[config.mk]
export PLATFORM = sky130hd
export DESIGN_NAME = dm_sba_arb
export DESIGN_NICKNAME = d
export VERILOG_FILES = /design/src/rtl/dm_sba_arb.sv
export SDC_FILE = /design/constraint.sdc
export NUM_CORES = 1
export LEC_CHECK = 0
export BUFFER_PORTS_ARGS = -buffer_cell sky130_fd_sc_hd__buf_2
export CORE_AREA = 5 5 216 218
export CTS_CLUSTER_DIAMETER = 100
export DETAILED_ROUTE_END_ITERATION = 8
export DIE_AREA = 0 0 221 223
export MAX_ROUTING_LAYER = met4
export PLACE_DENSITY_LB_ADDON = 0.1
export SLEW_MARGIN = 20
export SYNTH_ARGS = -nofsm -noshare
export SYNTH_HDL_FRONTEND = slang
export SYNTH_SLANG_ARGS = --single-unit
[constraint.sdc]
create_clock -name clk -period 9.9 [get_ports clk]
set_input_delay 2.475 -clock clk [delete_from_list [all_inputs] [get_ports clk]]
set_output_delay 2.475 -clock clk [all_outputs]
set_load 0.02 [all_outputs]
[src/rtl/dm_sba_arb.sv]
// dm_sba_arb: shares the DM's single IBP master port between the abstract-command
// memory engine (r0) and the sbcs/sbdata system-bus engine (r1). Round-robin
// grant, held until the owner's traffic has drained, with bounds on outstanding
// commands and on commands per grant.
module dm_sba_arb #(
   parameter int SBA_ADDR_W = 32,
   parameter int SBA_DATA_W = 64,
   parameter int MAX_OUT    = 2,
   parameter int MAX_GRANT  = 4
) (
   input  logic                      clk,
   input  logic                      rst_a,
   input  logic                      dm_active,
   // requester 0
   input  logic                      r0_cmd_valid,
   output logic                      r0_cmd_accept,
   input  logic                      r0_cmd_read,
   input  logic [SBA_ADDR_W-1:0]     r0_cmd_addr,
   input  logic [3:0]                r0_cmd_space,
   input  logic [3:0]                r0_cmd_burst,
   input  logic                      r0_wr_valid,
   input  logic                      r0_wr_last,
   input  logic [SBA_DATA_W-1:0]     r0_wr_data,
   input  logic [SBA_DATA_W/8-1:0]   r0_wr_mask,
   output logic                      r0_wr_accept,
   output logic                      r0_rd_valid,
   output logic                      r0_rd_err,
   output logic                      r0_rd_last,
   output logic [SBA_DATA_W-1:0]     r0_rd_data,
   input  logic                      r0_rd_accept,
   output logic                      r0_wr_done,
   output logic                      r0_wr_err,
   input  logic                      r0_wr_resp_accept,
   // requester 1
   input  logic                      r1_cmd_valid,
   output logic                      r1_cmd_accept,
   input  logic                      r1_cmd_read,
   input  logic [SBA_ADDR_W-1:0]     r1_cmd_addr,
   input  logic [3:0]                r1_cmd_space,
   input  logic [3:0]                r1_cmd_burst,
   input  logic                      r1_wr_valid,
   input  logic                      r1_wr_last,
   input  logic [SBA_DATA_W-1:0]     r1_wr_data,
   input  logic [SBA_DATA_W/8-1:0]   r1_wr_mask,
   output logic                      r1_wr_accept,
   output logic                      r1_rd_valid,
   output logic                      r1_rd_err,
   output logic                      r1_rd_last,
   output logic [SBA_DATA_W-1:0]     r1_rd_data,
   input  logic                      r1_rd_accept,
   output logic                      r1_wr_done,
   output logic                      r1_wr_err,
   input  logic                      r1_wr_resp_accept,
   // IBP master
   output logic                      m_cmd_valid,
   input  logic                      m_cmd_accept,
   output logic                      m_cmd_read,
   output logic [SBA_ADDR_W-1:0]     m_cmd_addr,
   output logic [3:0]                m_cmd_space,
   output logic [3:0]                m_cmd_burst,
   output logic                      m_wr_valid,
   input  logic                      m_wr_accept,
   output logic                      m_wr_last,
   output logic [SBA_DATA_W-1:0]     m_wr_data,
   output logic [SBA_DATA_W/8-1:0]   m_wr_mask,
   input  logic                      m_rd_valid,
   output logic                      m_rd_accept,
   input  logic                      m_rd_err,
   input  logic                      m_rd_last,
   input  logic [SBA_DATA_W-1:0]     m_rd_data,
   input  logic                      m_wr_done,
   input  logic                      m_wr_err,
   output logic                      m_wr_resp_accept,
   output logic                      proto_err
);

   localparam logic [2:0] MAX_OUT_C = 3'(MAX_OUT);
   localparam logic [3:0] MAX_GNT_C = 4'(MAX_GRANT);

   typedef enum logic [1:0] {IDLE = 2'd0, OWN0 = 2'd1, OWN1 = 2'd2} owner_t;

   owner_t      owner_q, owner_d;
   logic        last_q, last_d;
   logic [2:0]  out_cnt_q, out_cnt_d;
   logic [2:0]  wdat_cnt_q, wdat_cnt_d;
   logic [3:0]  gnt_cnt_q, gnt_cnt_d;
   logic        proto_err_q, proto_err_d;

   logic sel1, owning, own0, own1, acc_idle;
   logic c_valid, oth_valid, w_valid, rd_acc, wrr_acc;
   logic drained, yield, rel, cmd_ok, cmd_hs, wr_gate, wr_hs_cmd, wlast_hs;
   logic rd_ok, wr_ok, rd_fin, wr_fin, rd_stray, wr_stray;

   // Owner-selected pass-through of all channels plus handshake qualification.
   always_comb begin
      sel1     = (owner_q == OWN1);
      owning   = dm_active & ((owner_q == OWN0) | (owner_q == OWN1));
      own0     = owning & ~sel1;
      own1     = owning & sel1;
      // Stray-response drain in IDLE, suppressed while reset is asserted.
      acc_idle = dm_active & ~rst_a & (owner_q == IDLE);

      c_valid   = sel1 ? r1_cmd_valid      : r0_cmd_valid;
      oth_valid = sel1 ? r0_cmd_valid      : r1_cmd_valid;
      w_valid   = sel1 ? r1_wr_valid       : r0_wr_valid;
      rd_acc    = sel1 ? r1_rd_accept      : r0_rd_accept;
      wrr_acc   = sel1 ? r1_wr_resp_accept : r0_wr_resp_accept;

      drained = (out_cnt_q == 3'd0) & (wdat_cnt_q == 3'd0);
      // A drained owner with a competitor waiting hands over; block its cmd that
      // same clock so nothing is accepted on the way out.
      yield   = oth_valid & (gnt_cnt_q != 4'd0) & drained;
      rel     = drained & (~c_valid | (gnt_cnt_q == MAX_GNT_C) | yield);
      cmd_ok  = (out_cnt_q < MAX_OUT_C) & (gnt_cnt_q < MAX_GNT_C) & ~yield;

      m_cmd_valid = owning & c_valid & cmd_ok;
      m_cmd_read  = owning & (sel1 ? r1_cmd_read : r0_cmd_read);
      m_cmd_addr  = owning ? (sel1 ? r1_cmd_addr  : r0_cmd_addr)  : '0;
      m_cmd_space = owning ? (sel1 ? r1_cmd_space : r0_cmd_space) : '0;
      m_cmd_burst = owning ? (sel1 ? r1_cmd_burst : r0_cmd_burst) : '0;
      cmd_hs      = m_cmd_valid & m_cmd_accept;
      r0_cmd_accept = own0 & m_cmd_accept & cmd_ok;
      r1_cmd_accept = own1 & m_cmd_accept & cmd_ok;

      // Write data may ride along with its own command handshake.
      wr_hs_cmd  = cmd_hs & ~m_cmd_read;
      wr_gate    = (wdat_cnt_q != 3'd0) | wr_hs_cmd;
      m_wr_valid = owning & w_valid & wr_gate;
      m_wr_last  = owning & (sel1 ? r1_wr_last : r0_wr_last);
      m_wr_data  = owning ? (sel1 ? r1_wr_data : r0_wr_data) : '0;
      m_wr_mask  = owning ? (sel1 ? r1_wr_mask : r0_wr_mask) : '0;
      wlast_hs   = m_wr_valid & m_wr_accept & m_wr_last;
      r0_wr_accept = own0 & m_wr_accept & wr_gate;
      r1_wr_accept = own1 & m_wr_accept & wr_gate;

      // Responses with nothing outstanding are swallowed and flagged.
      rd_ok       = (out_cnt_q != 3'd0);
      m_rd_accept = acc_idle | (owning & (rd_ok ? rd_acc : 1'b1));
      rd_fin      = owning & rd_ok & m_rd_valid & rd_acc & m_rd_last;
      rd_stray    = m_rd_valid & m_rd_accept & ~(owning & rd_ok);
      r0_rd_valid = own0 & rd_ok & m_rd_valid;
      r1_rd_valid = own1 & rd_ok & m_rd_valid;
      r0_rd_err   = r0_rd_valid & m_rd_err;
      r1_rd_err   = r1_rd_valid & m_rd_err;
      r0_rd_last  = r0_rd_valid & m_rd_last;
      r1_rd_last  = r1_rd_valid & m_rd_last;
      r0_rd_data  = own0 ? m_rd_data : '0;
      r1_rd_data  = own1 ? m_rd_data : '0;

      // A read finishing this clock consumes one outstanding slot first.
      wr_ok            = (out_cnt_q > {2'b00, rd_fin});
      m_wr_resp_accept = acc_idle | (owning & (wr_ok ? wrr_acc : 1'b1));
      wr_fin           = owning & wr_ok & m_wr_done & wrr_acc;
      wr_stray         = m_wr_done & m_wr_resp_accept & ~(owning & wr_ok);
      r0_wr_done = own0 & wr_ok & m_wr_done;
      r1_wr_done = own1 & wr_ok & m_wr_done;
      r0_wr_err  = r0_wr_done & m_wr_err;
      r1_wr_err  = r1_wr_done & m_wr_err;

      proto_err = proto_err_q;
   end

   // Next owner, round-robin pointer and traffic counters.
   always_comb begin
      owner_d     = owner_q;
      last_d      = last_q;
      out_cnt_d   = out_cnt_q + {2'b00, cmd_hs} - {2'b00, rd_fin} - {2'b00, wr_fin};
      wdat_cnt_d  = wdat_cnt_q + {2'b00, wr_hs_cmd} - {2'b00, wlast_hs};
      gnt_cnt_d   = gnt_cnt_q + {3'b000, cmd_hs};
      proto_err_d = proto_err_q | rd_stray | wr_stray;
      if (dm_active) begin
         case (owner_q)
            IDLE: begin
               if (r0_cmd_valid & (~r1_cmd_valid | last_q)) begin
                  owner_d   = OWN0;
                  last_d    = 1'b0;
                  gnt_cnt_d = 4'd0;
               end else if (r1_cmd_valid) begin
                  owner_d   = OWN1;
                  last_d    = 1'b1;
                  gnt_cnt_d = 4'd0;
               end
            end
            OWN0, OWN1: if (rel) owner_d = IDLE;
            default: owner_d = IDLE;
         endcase
      end
   end

   // State registers; async reset returns everything to idle immediately.
   always_ff @(posedge clk or posedge rst_a) begin
      if (rst_a) begin
         owner_q     <= IDLE;
         last_q      <= 1'b1;
         out_cnt_q   <= 3'd0;
         wdat_cnt_q  <= 3'd0;
         gnt_cnt_q   <= 4'd0;
         proto_err_q <= 1'b0;
      end else begin
         owner_q     <= owner_d;
         last_q      <= last_d;
         out_cnt_q   <= out_cnt_d;
         wdat_cnt_q  <= wdat_cnt_d;
         gnt_cnt_q   <= gnt_cnt_d;
         proto_err_q <= proto_err_d;
      end
   end

endmodule
Word level (Yosys, flattened, before mapping)
Index checks and enable logic that the tools add are counted.
{"block": "op_classes", "add_sub_neg": 6, "n_lt_le_gt_ge": 3, "n_eq_ne": 5, "muxes": 31, "bitwise_logic": 74, "n_reduce_logical": 10}
{"op": "$mux 64", "n": 4}
{"op": "$mux 32", "n": 2}
{"op": "$and 1x1->1", "n": 57}
{"op": "$mux 4", "n": 8}
{"op": "$mux 8", "n": 2}
{"op": "$mux 1", "n": 11}
{"op": "$or 1x1->1", "n": 9}
{"op": "$sub 3x1->3", "n": 3}
{"op": "$not 1->1", "n": 8}
{"op": "$add 3x1->3", "n": 2}
{"op": "$logic_not 3->1", "n": 2}
{"op": "$mux 2", "n": 3}
{"op": "$reduce_and 3->1", "n": 2}
{"op": "$reduce_bool 3->1", "n": 2}
{"op": "$add 4x1->4", "n": 1}
{"op": "$eq 4x3->1 const B", "n": 1}
{"op": "$lt 4x3->1 const B", "n": 1}
{"op": "$pmux 2 s2", "n": 1}
{"op": "$reduce_bool 4->1", "n": 1}
{"op": "$gt 3x1->1", "n": 1}
{"op": "$lt 3x2->1 const B", "n": 1}
{"op": "$ne 3x2->1 const B", "n": 1}
{"op": "$eq 2x1->1 const B", "n": 1}
{"op": "$eq 2x2->1 const B", "n": 1}
{"op": "other kinds (4)", "n": 4}
{"block": "word_totals", "register_bits": 14, "inputBits": 310, "out_inout_bits": 261, "wordCells": 135}

Logic depth before layout (Yosys ltp)
Gate-level depths: netlist of the first run.
{"block": "depth", "word_depth": 14, "depth_mapped": 16, "depth_no_buf": 15}

Least setup slack after synthesis of the first run
No wires, ideal clock.
{"block": "synth_timing", "kind": "input-to-output", "startpoint": "in dm_active", "endpoint": "out r0_wr_err", "t_arrival_ns": 4.274, "required_time_ns": 7.425, "slack_ns": 3.151, "stages": 8, "path_buffers": 1, "path_cell_list": "and2_1 buf_2 and3_1 and3_1 ha_1 o21ai_0 nand3_1 nor3_1"}
{"block": "synth_between", "elab_chain_cells": 9, "word_cells_on_any_way": 10, "classes_between": "1 x order compare; 9 x bitwise"}
{"element": "from (decl)", "line": "13", "source": "input logic dm_active,"}
{"element": "$and 1x1->1 (*)", "line": "97", "source": "owning = dm_active & ((owner_q == OWN0) | (owner_q == OWN1));"}
{"element": "$and 1x1->1 (4 in a row)", "line": "139", "source": "rd_fin = owning & rd_ok & m_rd_valid & rd_acc & m_rd_last;"}
{"element": "$gt 3x1->1", "line": "151", "source": "wr_ok = (out_cnt_q > {2'b00, rd_fin});"}
{"element": "$and 1x1->1 (*) (2 in a row)", "line": "155", "source": "r0_wr_done = own0 & wr_ok & m_wr_done;"}
{"element": "$and 1x1->1 (*)", "line": "157", "source": "r0_wr_err = r0_wr_done & m_wr_err;"}
{"element": "to (decl)", "line": "32", "source": "output logic r0_wr_err,"}
Every way passes the cells marked *; elsewhere a longest branch is shown, timed or not.

Worst setup path in the final report of the first run
Same ends and word-level chain as after synthesis.

==> flow_summary.ini, run 1 <==
[flow_run]
maxCapViolations = 0

[finish]
layout_commonest_cell = buf_2
final_cell_area_um2 = 7281
multi_input_area_um2 = 3108
final_nets = 1383
areaGrowthSynthToFinish_pct = 95.66
stdcell_count = 1663
seq_area_um2 = 351.6
layout_common_cells = 570 x buf_2, 134 x and3_1, 126 x nor2_1, 118 x mux2i_1
drive_gt1_frac = 0.5557
num-fill-cells = 5303

[sta]
hold_viol = 0
fmax_mhz = 145.3
period_needed_ps = 6881
tns_ps = 0
maxSlewHeadroom = 0.3447
fin_crit_sh = 0.6950
rsz0062_at_grt = false
drv_slew = 0
setup_viol = 0
worst_pin_slew_ps = 982.9
fin_skew_ps = 5.942

[logic_synthesis]
synth_compound_area_frac = 0.04237
ys.warnings.count = 0
synth_top_area_frac = 0.3174
syn_inst = 536
synth_edf_count = 0
synthXorXnorAreaFrac = 0.01412
yosys.area_share.simple = 0.4082
ys.flop_type = dfrtp_1
synthTopCellsByArea = mux2i_1 32%, and3_1 23%, nor2_1 13%
synth_fa_ha_area_frac = 0.04438
synthArstFlopShare = 1.000
ys_seq_elements = 14
synth_nets = 858
synth_area_um2 = 3721
synth-seq-area-share = 0.09449
syn_avg_cell_area_um2 = 6.942
synthMuxAreaShare = 0.3204
synth_area_leader_cell = mux2i_1
synth_cell_types = 38
synth_top_family_by_area = simple AND/OR/NAND/NOR gates

[global_route]
grt_max_degree = 135
grt_antenna_before_repair = 4
grt_pass1_vias = 5677
grt.met1_usage = 0.1204
grt_overflow = 0
grt-busiest-layer = met2
met2_usage = 0.2014
grtUsageMet3 = 0.01882
grt.total_usage = 0.1058
grt_pass1_wl_um = 39810

[power]
p_clk_frac = 0.053
ir_worst_vdd_mv = 0.1569
power_density_nw_per_um2 = 227.2
total_power_mw = 1.654
switchingPower_mw = 1.008
seq_power_share = 0.061
swShare = 0.6092
intPower_mw = 0.6463
p_leak_nw = 4.542
combPwrFrac = 0.886

[cts]
cts_buffers = 3
numClockSinks = 14
clk_pin_slew_ps = 50
cts_tree = done
cts_hold_buf = 0
h-tree-depth = 1
root_buffer = clkbuf_16
cts.repair.resized = 0
cts_setup_buffers = 0
clock_path_buffers = 2
clk_latency_ps = 250

[routing]
wl_per_cell_um = 17.04
drc = 0
drt.antenna.violating_nets = 0
drtIter0Drc = 272
via_count = 5763
vias_per_cell = 3.465
totalWireLength_um = 28330
drtPass1Iterations = 5

[worst_setup_path]
crit_path_max_fanout = 7
worst_setup_path_start_kind = input pin
r2r_slack_ps = 5800
cp_data_required_time_ps = 7430
crit_arrival_ps = 4410
crit_path_end_kind = output pin
critPathKind = input pin to output pin

[run_status]
status = finished, final reports clean

[die]
num_rows = 78
dieArea_um2 = 49280
die_w_um = 221
initial_core_util = 0.08325
core-area_um2 = 44700
die_height_um = 223
ios = 571

[hold_path]
min_path_type = register to register

[placed_design]
gp_congestion = 0.8482
port_buffers = 570
placedInstanceArea_um2 = 7157
dp.cells = 1655
dp_hpwl_um = 24090
## cells by family (layout without fill, tap and decap cells)
group,Yosys count,count (layout)
fa+ha+maj,12,12
buf+inv,70,594
other cells,0,3
simple gates,295,295
compound gates,20,20
mux,119,119
flops,14,14
xor+xnor,6,6
## metal layers
layer,share of wire,wire length (um),vias up
met1,0.39,11150,2599
met2,0.55,15550,237
li1,-,-,2919
met5,0,0,-
met3,0.056,1578,8
met4,0.0019,54,0
## state kept, by name, summed over array words and instances, names as in the netlist
register    count
gnt_cnt_q       4
out_cnt_q       3
wdat_cnt_q      3
last_q          1
proto_err       1
owner_q         2
## worst paths after layout
kind                                        startpoint                       to  cells past startpoint
worst max-delay path                         dm_active                r0_wr_err                      9
worst max register to register  owner_q[0]$_DFFE_PP0P_  wdat_cnt_q[2]$_DFF_PP0_                     14
min in group asynchronous                        rst_a      proto_err$_DFF_PP0_                      2
worst min register to register     proto_err$_DFF_PP0_      proto_err$_DFF_PP0_                      1
worst min-delay path               proto_err$_DFF_PP0_      proto_err$_DFF_PP0_                      1
max in group asynchronous                        rst_a  wdat_cnt_q[1]$_DFF_PP0_                      2
## cell usage after synthesis, drive strengths merged (3+ instances only)
master	number
inv	13
nand2	6
ha	10
and3	134
and2	4
mux2i	118
dfrtp	13
xnor2	5
nor2	126
o21ai	7
nor3b	3
clkbuf	41
buf	16
nor3	8
nand3	5
## power by group through the flow
stage / sequential, mW / combinational, mW / clock, mW
2_1_floorplan: 0.0941 / 0.981 / 0
3_3_place_gp: 0.102 / 1.50 / 0
3_5_place_dp: 0.101 / 1.47 / 0
4_1_cts: 0.101 / 1.48 / 0.0889
5_1_grt: 0.104 / 1.58 / 0.0936
6_report: 0.101 / 1.47 / 0.0874
## stage by stage
stage	hold slack (ps)	setup WS (ps)	utilization
3_5_place_dp	459.5	2936	0.1601
2_1_floorplan	461.7	3151	-
3_3_place_gp	472.8	2978	0.1601
4_1_cts	473.8	2932	0.1621
6_report	477.4	3019	0.1629
5_1_grt	488.7	2712	0.1629
## critical path: stages
cell and delay, ps:
buf_2 150, and2_2 160, and3_1 280, and3_1 240, ha_1 250, o21ai_0 220
nand3_1 250, nor3_1 190, buf_2 190
## cell type report
cell class                 instances  share of cell area
clock buffer                       4             0.01220
inverter                          13            0.006702
multi-input combinational        452              0.4269
tap                              600              0.1031
sequential                        14             0.04829
antenna                            3            0.001031
timing repair buffer             577              0.4018
Power figures use the tool's default switching activity.
==> inputs of run 2 (changes only) <==
--- a/config.mk
+++ b/config.mk
@@ -6,10 +6,10 @@
 export NUM_CORES = 1
 export LEC_CHECK = 0
 export BUFFER_PORTS_ARGS = -buffer_cell sky130_fd_sc_hd__buf_2
-export CORE_AREA = 5 5 216 218
+export CORE_AREA = 5 5 220 222
 export CTS_CLUSTER_DIAMETER = 100
 export DETAILED_ROUTE_END_ITERATION = 8
-export DIE_AREA = 0 0 221 223
+export DIE_AREA = 0 0 225 227
 export MAX_ROUTING_LAYER = met4
 export PLACE_DENSITY_LB_ADDON = 0.1
 export SLEW_MARGIN = 20
==> constraint.sdc (replaced) <==
create_clock -name clk -period 6.4 [get_ports clk]
set_input_delay 1.6 -clock clk [delete_from_list [all_inputs] [get_ports clk]]
set_output_delay 1.6 -clock clk [all_outputs]
set_load 0.02 [all_outputs]
==> flow_summary.ini, run 2 (same netlist as run 1, synthesis figures left out) <==
[cts]
clock_path_buffers = 2
clk_latency_ps = 240
cts_setup_buffers = 0
numClockSinks = 14
cts_tree = done
cts.repair.resized = 0
root_buffer = clkbuf_16
cts_hold_buf = 0
cts_buffers = 3
clk_pin_slew_ps = 50
h-tree-depth = 1

[power]
power_density_nw_per_um2 = 352.2
total_power_mw = 2.562
p_leak_nw = 4.534
ir_worst_vdd_mv = 0.6661

[sta]
fin_skew_ps = 4.724
maxSlewHeadroom = 0.2558
fmax_mhz = 193.0
drv_slew = 0
tns_ps = 0
period_needed_ps = 5181
hold_slack_ps = 474.7
fin_crit_sh = 0.8096
worst_pin_slew_ps = 1116
rsz0062_at_grt = false
hold_viol = 0
setup_viol = 0

[routing]
wl_per_cell_um = 17.97
drt.antenna.violating_nets = 0
drtPass1Iterations = 4
drtIter0Drc = 230
via_count = 5904
drc = 0
totalWireLength_um = 29970
vias_per_cell = 3.540

[worst_setup_path]
critPathKind = input pin to output pin
rr_worst_depth = 15
path_cells = buf_2, and2_2, and3_1, and3_1, ha_1, o21ai_0, nand3_1, nor3_1, buf_2
worst_setup_path_start_kind = input pin
crit_path_end_kind = output pin
r2r_end = out_cnt_q[2]$_DFF_PP0_
crit_path_max_fanout = 7
r2r_slack_ps = 2740
cp.buffers_inverters = 2
timing.critical_path.from = dm_active
crit_family = simple AND/OR/NAND/NOR gates
critical_path.slowest_cell = and3_1
worst_path_largest_cell_delay_ps = 300
cp_data_required_time_ps = 4800
crit_arrival_ps = 3580
r2r_start = owner_q[0]$_DFFE_PP0P_

[hold_path]
min_to = proto_err$_DFF_PP0_
min_delay_path_depth = 1
min_path_type = register to register
holdCritStartpoint = proto_err$_DFF_PP0_

[flow_run]
maxCapViolations = 0

[global_route]
grt.total_usage = 0.1043
grt_antenna_before_repair = 6
grt_max_degree = 123
grt_pass1_vias = 5682
grt_overflow = 0
grt_pass1_wl_um = 39240

[die]
ios = 571
die_w_um = 225
die_height_um = 227
num_rows = 79
initial_core_util = 0.08061
core-area_um2 = 46160
dieArea_um2 = 51080

[finish]
top_register = gnt_cnt_q
final_nets = 1382
largest_register_ffs = 4
layout_common_cells = 570 x buf_2, 134 x and3_1, 126 x nor2_1, 118 x mux2i_1
layout_commonest_cell = buf_2
areaGrowthSynthToFinish_pct = 95.49
drive_gt1_frac = 0.5543
largest_registers = gnt_cnt_q (4), out_cnt_q (3), wdat_cnt_q (3)

[placed_design]
gp_congestion = 0.8371
dp_hpwl_um = 25250
port_buffers = 570

[run_status]
status = finished, final reports clean
[run 2: changes by cell type in the layout (fill, tap and decap cells not counted), sizes merged]
cell   delta
buf       -1
diode     -1
[run 2: worst reg2reg max path, cell delays in order (launching register included)]
cell     delay [ps]
dfrtp_1         350
inv_1            90
ha_1            380
and2_2          240
and3_1          260
and3_1          230
ha_1            290
o21ai_0         230
nand3_1         260
nor2_1          210
fa_1            430
inv_1            70
ha_1            140
ha_1            150
xnor2_1         130
xnor2_1         130
[run 2: area by class of cell]
type                       count  area (um2)
multi-input combinational    452        3108
timing repair buffer         576        2923
clock buffer                   4       78.83
tap                          607       759.5
antenna                        2       5.005
inverter                      13       48.80
sequential                    14       351.6
fill                        5420       38890
[run 2: per-stage QoR]
| step | std cells | area (um2) | util | setup slack [ps] |
|---|---|---|---|---|
| global placement | 1662 | 7191 | 0.1558 | 1211 |
| global route | 1668 | 7274 | 0.1576 | 1003 |
| CTS | 1666 | 7269 | 0.1575 | 1153 |
| finish | 1668 | 7274 | 0.1576 | 1219 |
| detailed placement | 1662 | 7191 | 0.1558 | 1160 |
| floorplan | 536 | 3721 | - | 1401 |
[run 2: where the power goes]
| group | leakage [nW] | switching (mW) | internal (mW) |
|---|---|---|---|
| Sequential | 0.173 | 0.0318 | 0.122 |
| Clock | 0.0382 | 0.0359 | 0.0842 |
| Combinational | 4.32 | 1.50 | 0.789 |
[run 2: per-layer routing]
metal	track usage	vias up	part of all wire
met5	-	-	0
met4	0.006482	0	0.0046
met3	0.01702	14	0.070
met2	0.2031	239	0.55
met1	0.1165	2727	0.37
li1	-	2924	-
[run 2: worst max-delay path by stage]
stage / endpoint / slack, ps / depth (start not counted)
2_1_floorplan: r0_wr_err / 1400 / 8
3_3_place_gp: r0_wr_done / 1210 / 9
3_5_place_dp: r1_wr_err / 1160 / 9
4_1_cts: r1_wr_err / 1150 / 9
5_1_grt: r0_wr_done / 1000 / 9
6_report: r1_wr_err / 1220 / 9
==> inputs of run 3 (changes only) <==
==> constraint.sdc (replaced) <==
create_clock -name clk -period 5.2 [get_ports clk]
set_input_delay 1.3 -clock clk [delete_from_list [all_inputs] [get_ports clk]]
set_output_delay 1.3 -clock clk [all_outputs]
set_load 0.02 [all_outputs]
==> flow_summary.ini, run 3 (same netlist as run 1, synthesis figures left out) <==
[global_route]
grt_pass1_wl_um = 39270
grt_overflow = 0
grt.total_usage = 0.1039
grt_antenna_before_repair = 8
grt_pass1_vias = 5627
grt_max_degree = 132

[sta]
fin_skew_ps = 4.761
maxSlewHeadroom = 0.2811
fin_ws_ps = 603.1
setup_viol = 0
tns_ps = 0
drv_slew = 0
rsz0062_at_grt = false
fin_crit_sh = 0.8840
period_needed_ps = 4597
hold_viol = 0
worst_pin_slew_ps = 1078
fmax_mhz = 217.5

[finish]
top_register = gnt_cnt_q
seq_area_um2 = 351.6
final_nets = 1382
stdcell_count = 1671
layout_common_cells = 570 x buf_2, 134 x and3_1, 126 x nor2_1, 118 x mux2i_1
areaGrowthSynthToFinish_pct = 95.96
largest_registers = gnt_cnt_q (4), out_cnt_q (3), wdat_cnt_q (3)
drive_gt1_frac = 0.5552
layout_commonest_cell = buf_2
final_cell_area_um2 = 7292
largest_register_ffs = 4
multi_input_area_um2 = 3108
num-fill-cells = 5435

[routing]
dr_wl_met2_um = 16280
drtIter0Drc = 276
drt.antenna.violating_nets = 0
highest-signal-layer = met4
totalWireLength_um = 29870
drtPass1Iterations = 4
met3_wirelength_um = 1948
met1_length_um = 11440
drc = 0
wl_per_cell_um = 17.87
via_count = 5866
vias_per_cell = 3.510

[flow_run]
maxCapViolations = 0

[worst_setup_path]
cp.buffers_inverters = 2
critPathKind = input pin to output pin
crit_family = simple AND/OR/NAND/NOR gates
critical_path.slowest_cell = and3_1
cp_data_required_time_ps = 3900
crit_path_end_kind = output pin
worst_path_largest_cell_delay_ps = 300
r2r_slack_ps = 1510
crit_arrival_ps = 3300
crit_path_max_fanout = 7
path_cells = buf_2, and2_2, and3_1, and3_1, ha_1, o21ai_0, nand3_1, nor3_1, buf_2
worst_setup_path_start_kind = input pin

[power]
ir_worst_vdd_mv = 0.3167
p_leak_nw = 4.540
power_density_nw_per_um2 = 433.7

[placed_design]
dp_hpwl_um = 25040
placedInstanceArea_um2 = 7191
port_buffers = 570
gp_congestion = 0.8177
place_ws_ps = 560.5
dp.cells = 1662

[die]
num_rows = 79
ios = 571
core-area_um2 = 46160
initial_core_util = 0.08061
die_w_um = 225
dieArea_um2 = 51080
die_height_um = 227

[cts]
h-tree-depth = 1
cts_buffers = 3
root_buffer = clkbuf_16
cts_tree = done
cts_setup_buffers = 0
clk_pin_slew_ps = 50
clk_latency_ps = 250
clock_path_buffers = 2
cts_hold_buf = 0
cts.repair.resized = 0
numClockSinks = 14

[run_status]
status = finished, final reports clean

[hold_path]
min_path_type = register to register
==> run 3: layout make-up <==
| type | count | area share |
|---|---|---|
| inverters | 13 | 0.006692 |
| multi-input cells | 452 | 0.4262 |
| well taps | 607 | 0.1042 |
| repair buffers | 576 | 0.4008 |
| clock buffers | 4 | 0.01218 |
| flip-flops and latches | 14 | 0.04822 |
| diodes | 5 | 0.001716 |
==> run 3: worst paths after layout <==
kind                                        start                       to  cells after the start
max                                     dm_active                r0_wr_err                      9
min                           proto_err$_DFF_PP0_      proto_err$_DFF_PP0_                      1
max reg2reg                owner_q[1]$_DFFE_PP0P_   out_cnt_q[2]$_DFF_PP0_                     15
min reg2reg                   proto_err$_DFF_PP0_      proto_err$_DFF_PP0_                      1
max in group asynchronous                   rst_a  wdat_cnt_q[0]$_DFF_PP0_                      2
min in group asynchronous                   rst_a      proto_err$_DFF_PP0_                      2
==> run 3: power breakdown <==
part | internal, mW | total (mW) | switching [mW]
combinational | 0.965 | 2.81 | 1.84
sequential | 0.150 | 0.190 | 0.0399
clock | 0.117 | 0.167 | 0.0497
total | 1.23 | 3.16 | 1.93
==> run 3: per-stage QoR <==
| stage | util | hold slack [ps] | power [mW] |
|---|---|---|---|
| 2_1_floorplan | - | 461.7 | 2.047 |
| 3_3_place_gp | 0.1558 | 467.8 | 3.089 |
| 3_5_place_dp | 0.1558 | 460.8 | 3.054 |
| 4_1_cts | 0.1577 | 483.4 | 3.229 |
| 5_1_grt | 0.1580 | 507.1 | 3.415 |
| 6_report | 0.1580 | 480.8 | 3.163 |
==> run 3: metal layers <==
layer  track usage  up-vias
met4       0.01375        0
met2        0.1938      241
met3       0.01857       20
met5             -        -
met1        0.1193     2677
li1              -     2928
